## src/rtl/button_event_arbiter.sv

```systemverilog
// Button front end: 2-flop sync, shared-tick debounce, press capture and a
// round-robin valid/ready event port. Optional auto-repeat: BTN_AUTOREPEAT_EN.
//
// state    | meaning
// ST_IDLE  | no event offered; grant the next pending button, if any
// ST_OFFER | evt_valid high, evt_id frozen until evt_ready
module button_event_arbiter #(
  parameter int N_BTN          = 4,
  parameter int SAMPLE_DIV     = 65536,
  parameter int STABLE_SAMPLES = 4,
  parameter int REPEAT_TICKS   = 256
) (
  input  logic                     clk,
  input  logic                     rst_n,
  input  logic [N_BTN-1:0]         btn_in,
  output logic                     evt_valid,
  output logic [$clog2(N_BTN)-1:0] evt_id,
  input  logic                     evt_ready,
  output logic [N_BTN-1:0]         btn_level,
  output logic                     evt_overrun
);

  localparam int ID_W   = $clog2(N_BTN);
  localparam int TICK_W = $clog2(SAMPLE_DIV);
  localparam logic [TICK_W-1:0] TICK_LAST = TICK_W'(SAMPLE_DIV - 1);
  localparam logic [3:0]        CNT_LAST  = 4'(STABLE_SAMPLES - 1);
  localparam logic [ID_W-1:0]   LAST_INIT = ID_W'(N_BTN - 1);

  typedef enum logic [0:0] {ST_IDLE, ST_OFFER} state_t;

  state_t            state_q, state_d;
  logic [N_BTN-1:0]  sync1_q, sync1_d;
  logic [N_BTN-1:0]  sync2_q, sync2_d;
  logic [TICK_W-1:0] tick_q, tick_d;
  logic [N_BTN-1:0]  level_q, level_d;
  logic [3:0]        cnt_q [N_BTN];
  logic [3:0]        cnt_d [N_BTN];
  logic [N_BTN-1:0]  pending_q, pending_d;
  logic              overrun_q, overrun_d;
  logic              valid_q, valid_d;
  logic [ID_W-1:0]   id_q, id_d;
  logic [ID_W-1:0]   last_q, last_d;

  logic              tick;
  logic [N_BTN-1:0]  press;
  logic [N_BTN-1:0]  new_evt;
  logic [N_BTN-1:0]  grant_vec;
  logic [N_BTN-1:0]  pending_clr;
  logic              found;
  int                cand;

  always_comb begin
    sync1_d = btn_in;
    sync2_d = sync1_q;
    tick    = (tick_q == TICK_LAST);
    tick_d  = tick ? '0 : tick_q + TICK_W'(1);
  end

  // A level flips only after STABLE_SAMPLES consecutive disagreeing ticks.
  always_comb begin
    level_d = level_q;
    for (int i = 0; i < N_BTN; i++) begin
      cnt_d[i] = cnt_q[i];
      if (tick) begin
        if (sync2_q[i] == level_q[i]) begin
          cnt_d[i] = '0;
        end else if (cnt_q[i] == CNT_LAST) begin
          level_d[i] = ~level_q[i];
          cnt_d[i]   = '0;
        end else begin
          cnt_d[i] = cnt_q[i] + 4'd1;
        end
      end
    end
    press = level_d & ~level_q;
  end

`ifdef BTN_AUTOREPEAT_EN
  localparam int RPT_W = $clog2(REPEAT_TICKS + 1);
  localparam logic [RPT_W-1:0] RPT_LAST = RPT_W'(REPEAT_TICKS - 1);

  logic [RPT_W-1:0] rpt_q [N_BTN];
  logic [RPT_W-1:0] rpt_d [N_BTN];
  logic [N_BTN-1:0] rpt_evt;

  // Counter holds at zero while released, so it restarts on every press edge.
  always_comb begin
    for (int i = 0; i < N_BTN; i++) begin
      rpt_d[i]   = rpt_q[i];
      rpt_evt[i] = 1'b0;
      if (!level_q[i]) begin
        rpt_d[i] = '0;
      end else if (tick) begin
        if (rpt_q[i] == RPT_LAST) begin
          rpt_evt[i] = level_d[i];
          rpt_d[i]   = '0;
        end else begin
          rpt_d[i] = rpt_q[i] + RPT_W'(1);
        end
      end
    end
  end

  always_ff @(posedge clk or negedge rst_n) begin
    if (!rst_n) begin
      rpt_q <= '{default: '0};
    end else begin
      rpt_q <= rpt_d;
    end
  end

  assign new_evt = press | rpt_evt;
`else
  assign new_evt = press;
`endif

  always_comb begin
    state_d   = state_q;
    valid_d   = valid_q;
    id_d      = id_q;
    last_d    = last_q;
    grant_vec = '0;
    found     = 1'b0;
    cand      = 0;
    case (state_q)
      ST_IDLE: begin
        for (int k = 1; k <= N_BTN; k++) begin
          cand = (int'(last_q) + k) % N_BTN;
          if (!found && pending_q[cand]) begin
            found           = 1'b1;
            id_d            = ID_W'(cand);
            grant_vec[cand] = 1'b1;
          end
        end
        if (found) begin
          valid_d = 1'b1;
          state_d = ST_OFFER;
        end
      end
      ST_OFFER: begin
        if (evt_ready) begin
          valid_d = 1'b0;
          last_d  = id_q;
          state_d = ST_IDLE;
        end
      end
      default: begin
        state_d = ST_IDLE;
        valid_d = 1'b0;
      end
    endcase
  end

  // Grant clears first, so a press on the button just granted re-arms it legally.
  always_comb begin
    pending_clr = pending_q & ~grant_vec;
    pending_d   = pending_clr | new_evt;
    overrun_d   = overrun_q | (|(pending_clr & new_evt));
  end

  always_ff @(posedge clk or negedge rst_n) begin
    if (!rst_n) begin
      state_q   <= ST_IDLE;
      sync1_q   <= '0;
      sync2_q   <= '0;
      tick_q    <= '0;
      level_q   <= '0;
      cnt_q     <= '{default: '0};
      pending_q <= '0;
      overrun_q <= 1'b0;
      valid_q   <= 1'b0;
      id_q      <= '0;
      last_q    <= LAST_INIT;
    end else begin
      state_q   <= state_d;
      sync1_q   <= sync1_d;
      sync2_q   <= sync2_d;
      tick_q    <= tick_d;
      level_q   <= level_d;
      cnt_q     <= cnt_d;
      pending_q <= pending_d;
      overrun_q <= overrun_d;
      valid_q   <= valid_d;
      id_q      <= id_d;
      last_q    <= last_d;
    end
  end

  assign evt_valid   = valid_q;
  assign evt_id      = id_q;
  assign btn_level   = level_q;
  assign evt_overrun = overrun_q;

endmodule

```

## config.mk

```make
export PLATFORM = sky130hd
export DESIGN_NAME = button_event_arbiter
export DESIGN_NICKNAME = d
export VERILOG_FILES = /design/src/rtl/button_event_arbiter.sv
export SDC_FILE = /design/constraint.sdc
export NUM_CORES = 1
export LEC_CHECK = 0
export ABC_AREA = 1
export BUFFER_PORTS_ARGS = -buffer_cell sky130_fd_sc_hd__clkbuf_2
export CORE_ASPECT_RATIO = 1.75
export CORE_MARGIN = 1.5
export CORE_UTILIZATION = 60
export DETAILED_ROUTE_END_ITERATION = 8
export GPL_TIMING_DRIVEN = 0
export PLACE_DENSITY_LB_ADDON = 0.3
export SETUP_SLACK_MARGIN = 0.02
export SLEW_MARGIN = 20
export SYNTH_ARGS = -nofsm -noshare
export SYNTH_HDL_FRONTEND = slang
export SYNTH_SLANG_ARGS = --single-unit
export TNS_END_PERCENT = 5
```

## constraint.sdc

```tcl
create_clock -name clk -period 2.63 [get_ports clk]
set_clock_uncertainty 0.1 [all_clocks]
set_input_delay 0.3945 -clock clk [delete_from_list [all_inputs] [get_ports clk]]
set_output_delay 0.3945 -clock clk [all_outputs]
set_load 0.02 [all_outputs]
```

# Word level (Yosys, flattened, before mapping)
# Index checks and enable logic that the tools add are counted.
[totals]
regBits = 55
inputBits = 7
out_inout_bits = 8
wordCells = 147
[classes]
add_sub_neg = 9
magnitude_cmp = 8
eq_ne = 11
mux = 67
n_bitwise = 19
reduce_logical = 19
[ops]
columns = ["cell", "n"]
rows = [
  ["4-bit 2-to-1 mux", 16],
  ["1-bit 2-to-1 mux", 36],
  ["16-bit by 1-bit adder with 16-bit output, second input constant", 1],
  ["4-bit by 1-bit adder with 4-bit output, second input constant", 4],
  ["16-bit equality test, second input constant", 1],
  ["4-bit by 2-bit equality test with 1-bit output, second input constant", 4],
  ["3-bit by 4-bit less-than comparator with 1-bit output, second input constant", 4],
  ["16-bit 2-to-1 mux", 1],
  ["4-bit OR", 4],
  ["4-bit bitwise AND", 3],
  ["3-bit by 1-bit greater-or-equal comparator with 1-bit output, second input constant", 4],
  ["1-bit binary-select mux with 2-bit select", 4],
  ["1-bit demux with 2-bit select", 4],
  ["2-bit 2-to-1 mux", 4],
  ["4-bit NOT", 2],
  ["2-bit OR reduction", 4],
  ["1-bit logical AND", 7],
  ["2-bit AND reduction", 3],
  ["1-bit NOT", 5],
  ["2-bit by 1-bit adder with 2-bit output, second input constant", 2],
  ["2-bit adder, second input constant", 2],
  ["1-bit bitwise AND, first input constant", 4],
  ["1-bit equality test", 4],
  ["2-bit inequality test, second input constant", 2],
  ["5 further kinds", 8],
]

# Logic depth before layout (Yosys ltp)
[depth]
depth_word = 25
depth_mapped = 17
mapped_depth_nobuf = 16

# Worst setup path after synthesis
# OpenSTA, ideal clock, no wires.
[synth_timing]
path_kind = "register to register"
startpoint = "register last_q[0]"
endpoint = "register overrun_q (netlist: evt_overrun)"
setup_ns = 0.119
arrival_time_ns = 2.081
t_required_ns = 2.411
slack_ns = 0.330
path_stages_with_launch = 18
n_path_buf = 1
synth_period_minus_slack_ns = 2.300
cell_sequence = "dfstp_2 > buf_4 > inv_4 > ha_1 > inv_1 > nand3_2 > nand2_4 > nand2_2 > nor2_4 > nand2_2 > inv_1 > nand2_1 > nand2_1 > nand2_1 > nand3_1 > nand2_1 > inv_2 > nand2_1"
[synth_via]
elab_chain_len = 23
word_cells_on_any_way = 72
classes_between = "4 x add/sub; 8 x order compare; 34 x mux; 11 x bitwise; 15 x reduce/logical"
[synth_lines]
columns = ["item", "line", "rtl"]
rows = [
  ["from (decl)", "42", "logic [ID_W-1:0] last_q, last_d;"],
  ["from (signal assigned)", "185", "last_q <= last_d;"],
  ["2-bit by 1-bit adder with 2-bit output", "128", "cand = (int'(last_q) + k) % N_BTN;"],
  ["2-bit OR reduction (no source line) or 1-bit binary-select mux with 2-bit select (tied branches)", "-", ""],
  ["1-bit bitwise AND (no source line) or 1-bit 2-to-1 mux (tied branches)", "-", ""],
  ["3-bit by 4-bit less-than comparator with 1-bit output (implied by the code) (tied with other cells)", "132", "grant_vec[cand] = 1'b1;"],
  ["1-bit logical AND (implied by the code) or 1-bit 2-to-1 mux (tied branches)", "132, 129", ""],
  ["1-bit 2-to-1 mux, on equally long branches", "132, 125", ""],
  ["1-bit demux with 2-bit select or 1-bit logical NOT (tied branches)", "132, 129", ""],
  ["4-bit 2-to-1 mux or 1-bit logical AND (tied branches)", "129", "if (!found && pending_q[cand]) begin"],
  ["(+8 left out)", "-", ""],
  ["4-bit 2-to-1 mux *", "129", ""],
  ["4-bit 2-to-1 mux *", "125", "case (state_q)"],
  ["4-bit NOT *", "156", "pending_clr = pending_q & ~grant_vec;"],
  ["4-bit bitwise AND *", "156", ""],
  ["4-bit bitwise AND *", "158", "overrun_d = overrun_q | (|(pending_clr & new_evt));"],
  ["4-bit OR reduction *", "158", ""],
  ["1-bit OR *", "158", ""],
  ["via overrun_d", "39", "logic overrun_q, overrun_d;"],
  ["to (signal assigned)", "182", "overrun_q <= overrun_d;"],
  ["to (decl)", "39", ""],
]
# Mark *: on every way through the listed nets, which the timed path passes. The rest lies on a longest branch. The select of a mux whose other input is x is not followed.
# A chain may end at the register's enable or synchronous reset.

# Final worst setup path
[layout_timing]
startpoint = "register last_q[1]"
endpoint = "register overrun_q (netlist: evt_overrun)"
# The elaborated chain is that of the path after synthesis.

==> out/metrics.sh <==
RUN_STATUS='finished clean'
SYNTH_TOP_CELLS_BY_COUNT='88 x nand2_1, 53 x dfrtp_1, 46 x inv_1, 34 x nand3_1, 29 x nor2_1'
CTS_MADE_BUFFERS=5
SEQPWRFRAC=0.631
SYNTH_CELL_AREA_UM2=3030
REPORT.FINAL.HOLD_VIOL_COUNT=0
DIEAREA_UM2=5500
SYNTHDOMINANTAREACELLTYPE='dfrtp_1'
SYNTH_WARNINGS=0
CLKPWRFRAC=0.348
TIMING.SLEW.HEADROOM=0.514
DIE_WIDTH_UM=56.7
DRT-VIAS-PER-INSTANCE=5.45
CTS_TREE='yes'
MOST_COMMON_FLOP_CELL_MAPPED_BY_YOSYS='dfrtp_1'
ROUTED_WL_UM=6100
LAYOUT-DRIVE-GT1-SHARE=0.171
CLK_PIN_SLEW_NS=0.10
AVGROUTEDWIREPERCELL_UM=13.8
CRITICALPATHCATEGORY='flop to flop'
NUMBER_OF_DRC_VIOLATIONS_AFTER_DETAILED_ROUTING=0
INITIALDRTVIOLATIONCOUNT=119
CAP_VIOLATIONS=0
REQUIRED_TIME_OF_THE_CRITICAL_PATH_NS=2.74
CRITICAL_PATH.MAX_FANOUT=7
POSTSYNTHNETCOUNT=378
TIMING.FINAL.MAX_SLEW_VIOLATIONS=0
PLACEMENTROWS=34
STARTING_DENSITY_OF_THE_CORE=0.619
GRT.TOTAL_USAGE=0.238
CLOCK_TREE.ROOT_CELL='clkbuf_8'
NUMBER_OF_I_O_PORT_BUFFERS=14
DIE_H_UM=97.0
TIGHTESTPINTRANSITION_NS=0.729
CRIT_PATH_TOP_DELAY_CELL='dfstp_2'
CRITICAL_PATH.MOST_COMMON_CELL='nand2_1'
CP-END-KIND='flop'
CRITICAL_PATH.REG2REG.STARTPOINT='last_q[1]$_DFFE_PN1P_'
POWER.STATIC_LEAKAGE_nW=1.69
LARGEST_NET_DEGREE_AT_THE_START_OF_GLOBAL_ROUTING=56
WORSTPATHBUFFERINVERTERCOUNT=4
SYNTH_TOP_CELL_AREA_SHARE=0.438
NFILLCELLS=406
CPPEAKSTAGEDELAY_NS=0.66
SWSHARE=0.209
PATH_CELLS='clkinvlp_4, ha_4, inv_2, nand3_4, nand2_4, nand2_2, nor2_4, nand2_2, inv_1, nand2_1, nand2_1, nand2_2, nand3_1, nand2_1, inv_2, nand2_1'
IOS=15
LAYOUT-AREA-OVERHEAD-VS-SYNTH_PCT=10.6
POST-ROUTE-PERIOD-UTIL=0.925
AREA_OF_THE_CORE_REGION_UM2=4890
SYN-MEAN-INSTANCE-AREA_UM2=8.45
RESIDUAL_OVERFLOW_FROM_GLOBAL_ROUTING=0
SYNTH-EDFF-COUNT=0
GRT_ANTENNA_BEFORE_REPAIR=0
LAYOUT.NETS=406
SYNTHARSTFLOPSHARE=1.00
CTS.PATH.MAX_BUFFERS=2
ROUTABILITYCONGESTION=0.911
POST_CTS_HOLD_BUFFER_COUNT=0
CP_DATA_ARRIVAL_TIME_NS=2.55
SINKS_ON_THE_CLOCK_NET=55
FMAX_MHz=411
ANTENNADIODECOUNT=0
LAYOUT_MIN_CYCLE_TIME_NS=2.43
REGISTER_BIT_TOTAL_FROM_SYNTHESIS=55
DRT_FIRST_PASS_ITERS=4
NUMBER_OF_H_TREE_LEVELS=2
SYNTH_AREA_LEADERS='dfrtp_1 44%, nand2_1 11%, inv_1 5.7%, nand3_1 5.6%, ha_1 5.4%'
POST-ROUTE-CELL-AREA_UM2=3350
FINAL_UTIL=0.684
POWER.INTERNAL_mW=1.07
CRITPATHLAUNCH='last_q[1]$_DFFE_PN1P_'
VIAS=2404
SYNTH.YOSYS.SEQ_AREA_SHARE=0.456
WORST_SETUP_PATH_START_KIND='flop'
POWER.NET_SWITCHING_uW=283
CLOCK_LATENCY_NS=0.31
POWERDENSITY_nW_PER_UM2=404
SYNTH.DISTINCT_CELLS=39
POST_SYNTH_INST_COUNT=358
PLACE.DETAILED.HPWL_UM=4410
POST-SYNTH-TOP-COUNT-CELL='nand2_1'
GRT_PASS1_WL_UM=10300
IR_WORST_VDD_mV=0.540
TIMING.CRITICAL_PATH.MAX_DELAY_FAMILY='simple AND/OR/NAND/NOR gates'
WHS_NS=0.0409
DPL_CELL_AREA_UM2=3170
SETUP_VIOL=0
TIMING.HOLD.WORST.CLASS='input pin to asynchronous set/reset pin'
ANT_NETS=0
COMB_POWER_SHARE=0.021
UNREPAIRED_SETUP_ENDPOINTS_AFTER_GLOBAL_ROUTING='no'
VIA_COUNT_OF_THE_FIRST_GLOBAL_ROUTING_PASS=2356
[cell usage in the layout (no fill, tap or decap), types with 2 or more instances in the layout]
| cell type | n |
|---|---|
| a211oi_2 | 3 |
| a21oi_1 | 12 |
| buf_4 | 7 |
| buf_6 | 2 |
| clkbuf_2 | 13 |
| clkbuf_8 | 6 |
| dfrtp_1 | 53 |
| dfstp_2 | 2 |
| ha_1 | 12 |
| inv_1 | 44 |
| inv_2 | 3 |
| mux2i_1 | 3 |
| nand2_1 | 87 |
| nand2_2 | 5 |
| nand3_1 | 34 |
| nand3_4 | 3 |
| nand4_1 | 5 |
| nor2_1 | 29 |
| nor2_2 | 2 |
| nor2_4 | 4 |
| nor3_1 | 2 |
| nor3_4 | 2 |
| o21a_1 | 2 |
| o21ai_0 | 17 |
| o22ai_1 | 2 |
| or2_2 | 2 |
| xnor2_1 | 2 |
| xor2_1 | 11 |
[worst reg2reg max path, stage by stage (launching register included)]
cell        delay, ns
dfstp_2          0.66
clkinvlp_4       0.17
ha_4             0.26
inv_2            0.10
nand3_4          0.11
nand2_4          0.11
nand2_2          0.07
nor2_4           0.17
nand2_2          0.09
inv_1            0.09
nand2_1          0.05
nand2_1          0.07
nand2_2          0.07
nand3_1          0.07
nand2_1          0.06
inv_2            0.04
nand2_1          0.04
[final cells by class]
type                    count  area (um2)  area share
well taps                  54        67.6      0.0202
multi-input cells         251        1470       0.438
clock inverters             1        5.00     0.00149
flip-flops and latches     55        1380       0.412
plain buffers               3        27.5     0.00822
inverters                  49         190      0.0568
repair buffers             21         125      0.0374
clock buffers               7        86.3      0.0258
[kinds of logic (layout without fill, tap and decap cells)]
| family | Yosys count | count (layout) | share of synthesized area |
|---|---|---|---|
| DFF | 55 | 55 | 0.456 |
| buffers and inverters | 52 | 81 | 0.0695 |
| AOI/OAI and AO/OA | 41 | 41 | 0.0835 |
| muxes | 4 | 4 | 0.0136 |
| and+or+nand+nor | 180 | 180 | 0.286 |
| adders and majority gates | 13 | 13 | 0.0537 |
| xor gates and xnor gates | 13 | 13 | 0.0376 |
[per-stage QoR]
stage	power (mW)	cells	TNS [ns]	setup WS [ns]
finish	1.35	441	0	0.198
global route	1.41	441	0	0.0167
CTS	1.37	434	0	0.0441
detailed placement	0.901	426	-0.0647	-0.0636
global placement	0.900	426	-0.0324	-0.0324
floorplan	0.877	358	0	0.330
[sequential cells by signal, indices dropped and copies added (netlist names)]
| register | cells |
|---|---|
| tick_q | 16 |
| last_q | 2 |
| pending_q | 4 |
| state_q | 1 |
| btn_level | 4 |
| evt_id | 2 |
| sync2_q | 4 |
| evt_valid | 1 |
| evt_overrun | 1 |
| cnt_q | 16 |
| sync1_q | 4 |
[layer usage]
layer,GRT usage,vias up,wire (um)
met5,0,-,0
met4,0.117,0,249
met3,0.0361,22,149
met2,0.434,50,3430
met1,0.258,1130,2270
li1,-,1202,-
[power by group through the flow]
| stage | clock network [mW] | logic (mW) | registers (mW) |
|---|---|---|---|
| global route | 0.520 | 0.0341 | 0.855 |
| CTS | 0.488 | 0.0304 | 0.854 |
| detailed placement | 0 | 0.0303 | 0.871 |
| floorplan | 0 | 0.00703 | 0.870 |
| finish | 0.471 | 0.0290 | 0.854 |
| global placement | 0 | 0.0293 | 0.870 |
[worst paths after layout]
kind,to,depth (start not counted),slack (ns)
max in group asynchronous,sync2_q[0]$_DFF_PN0_,1,1.88
min,btn_level[3]$_DFF_PN0_,1,0.04
max,evt_overrun$_DFF_PN0_,16,0.20
max reg2reg,evt_overrun$_DFF_PN0_,16,0.20
min in group clk,sync1_q[3]$_DFF_PN0_,1,0.09
min reg2reg,sync2_q[1]$_DFF_PN0_,0,0.25
[what timing repair did]
item / in CTS / in global routing
setup endpoints to repair: 2 / 4
buffers inserted: 0 / 7
gates resized for setup: 1 / 6
pin swaps: 0 / 2
Power figures use the tool's default switching activity.
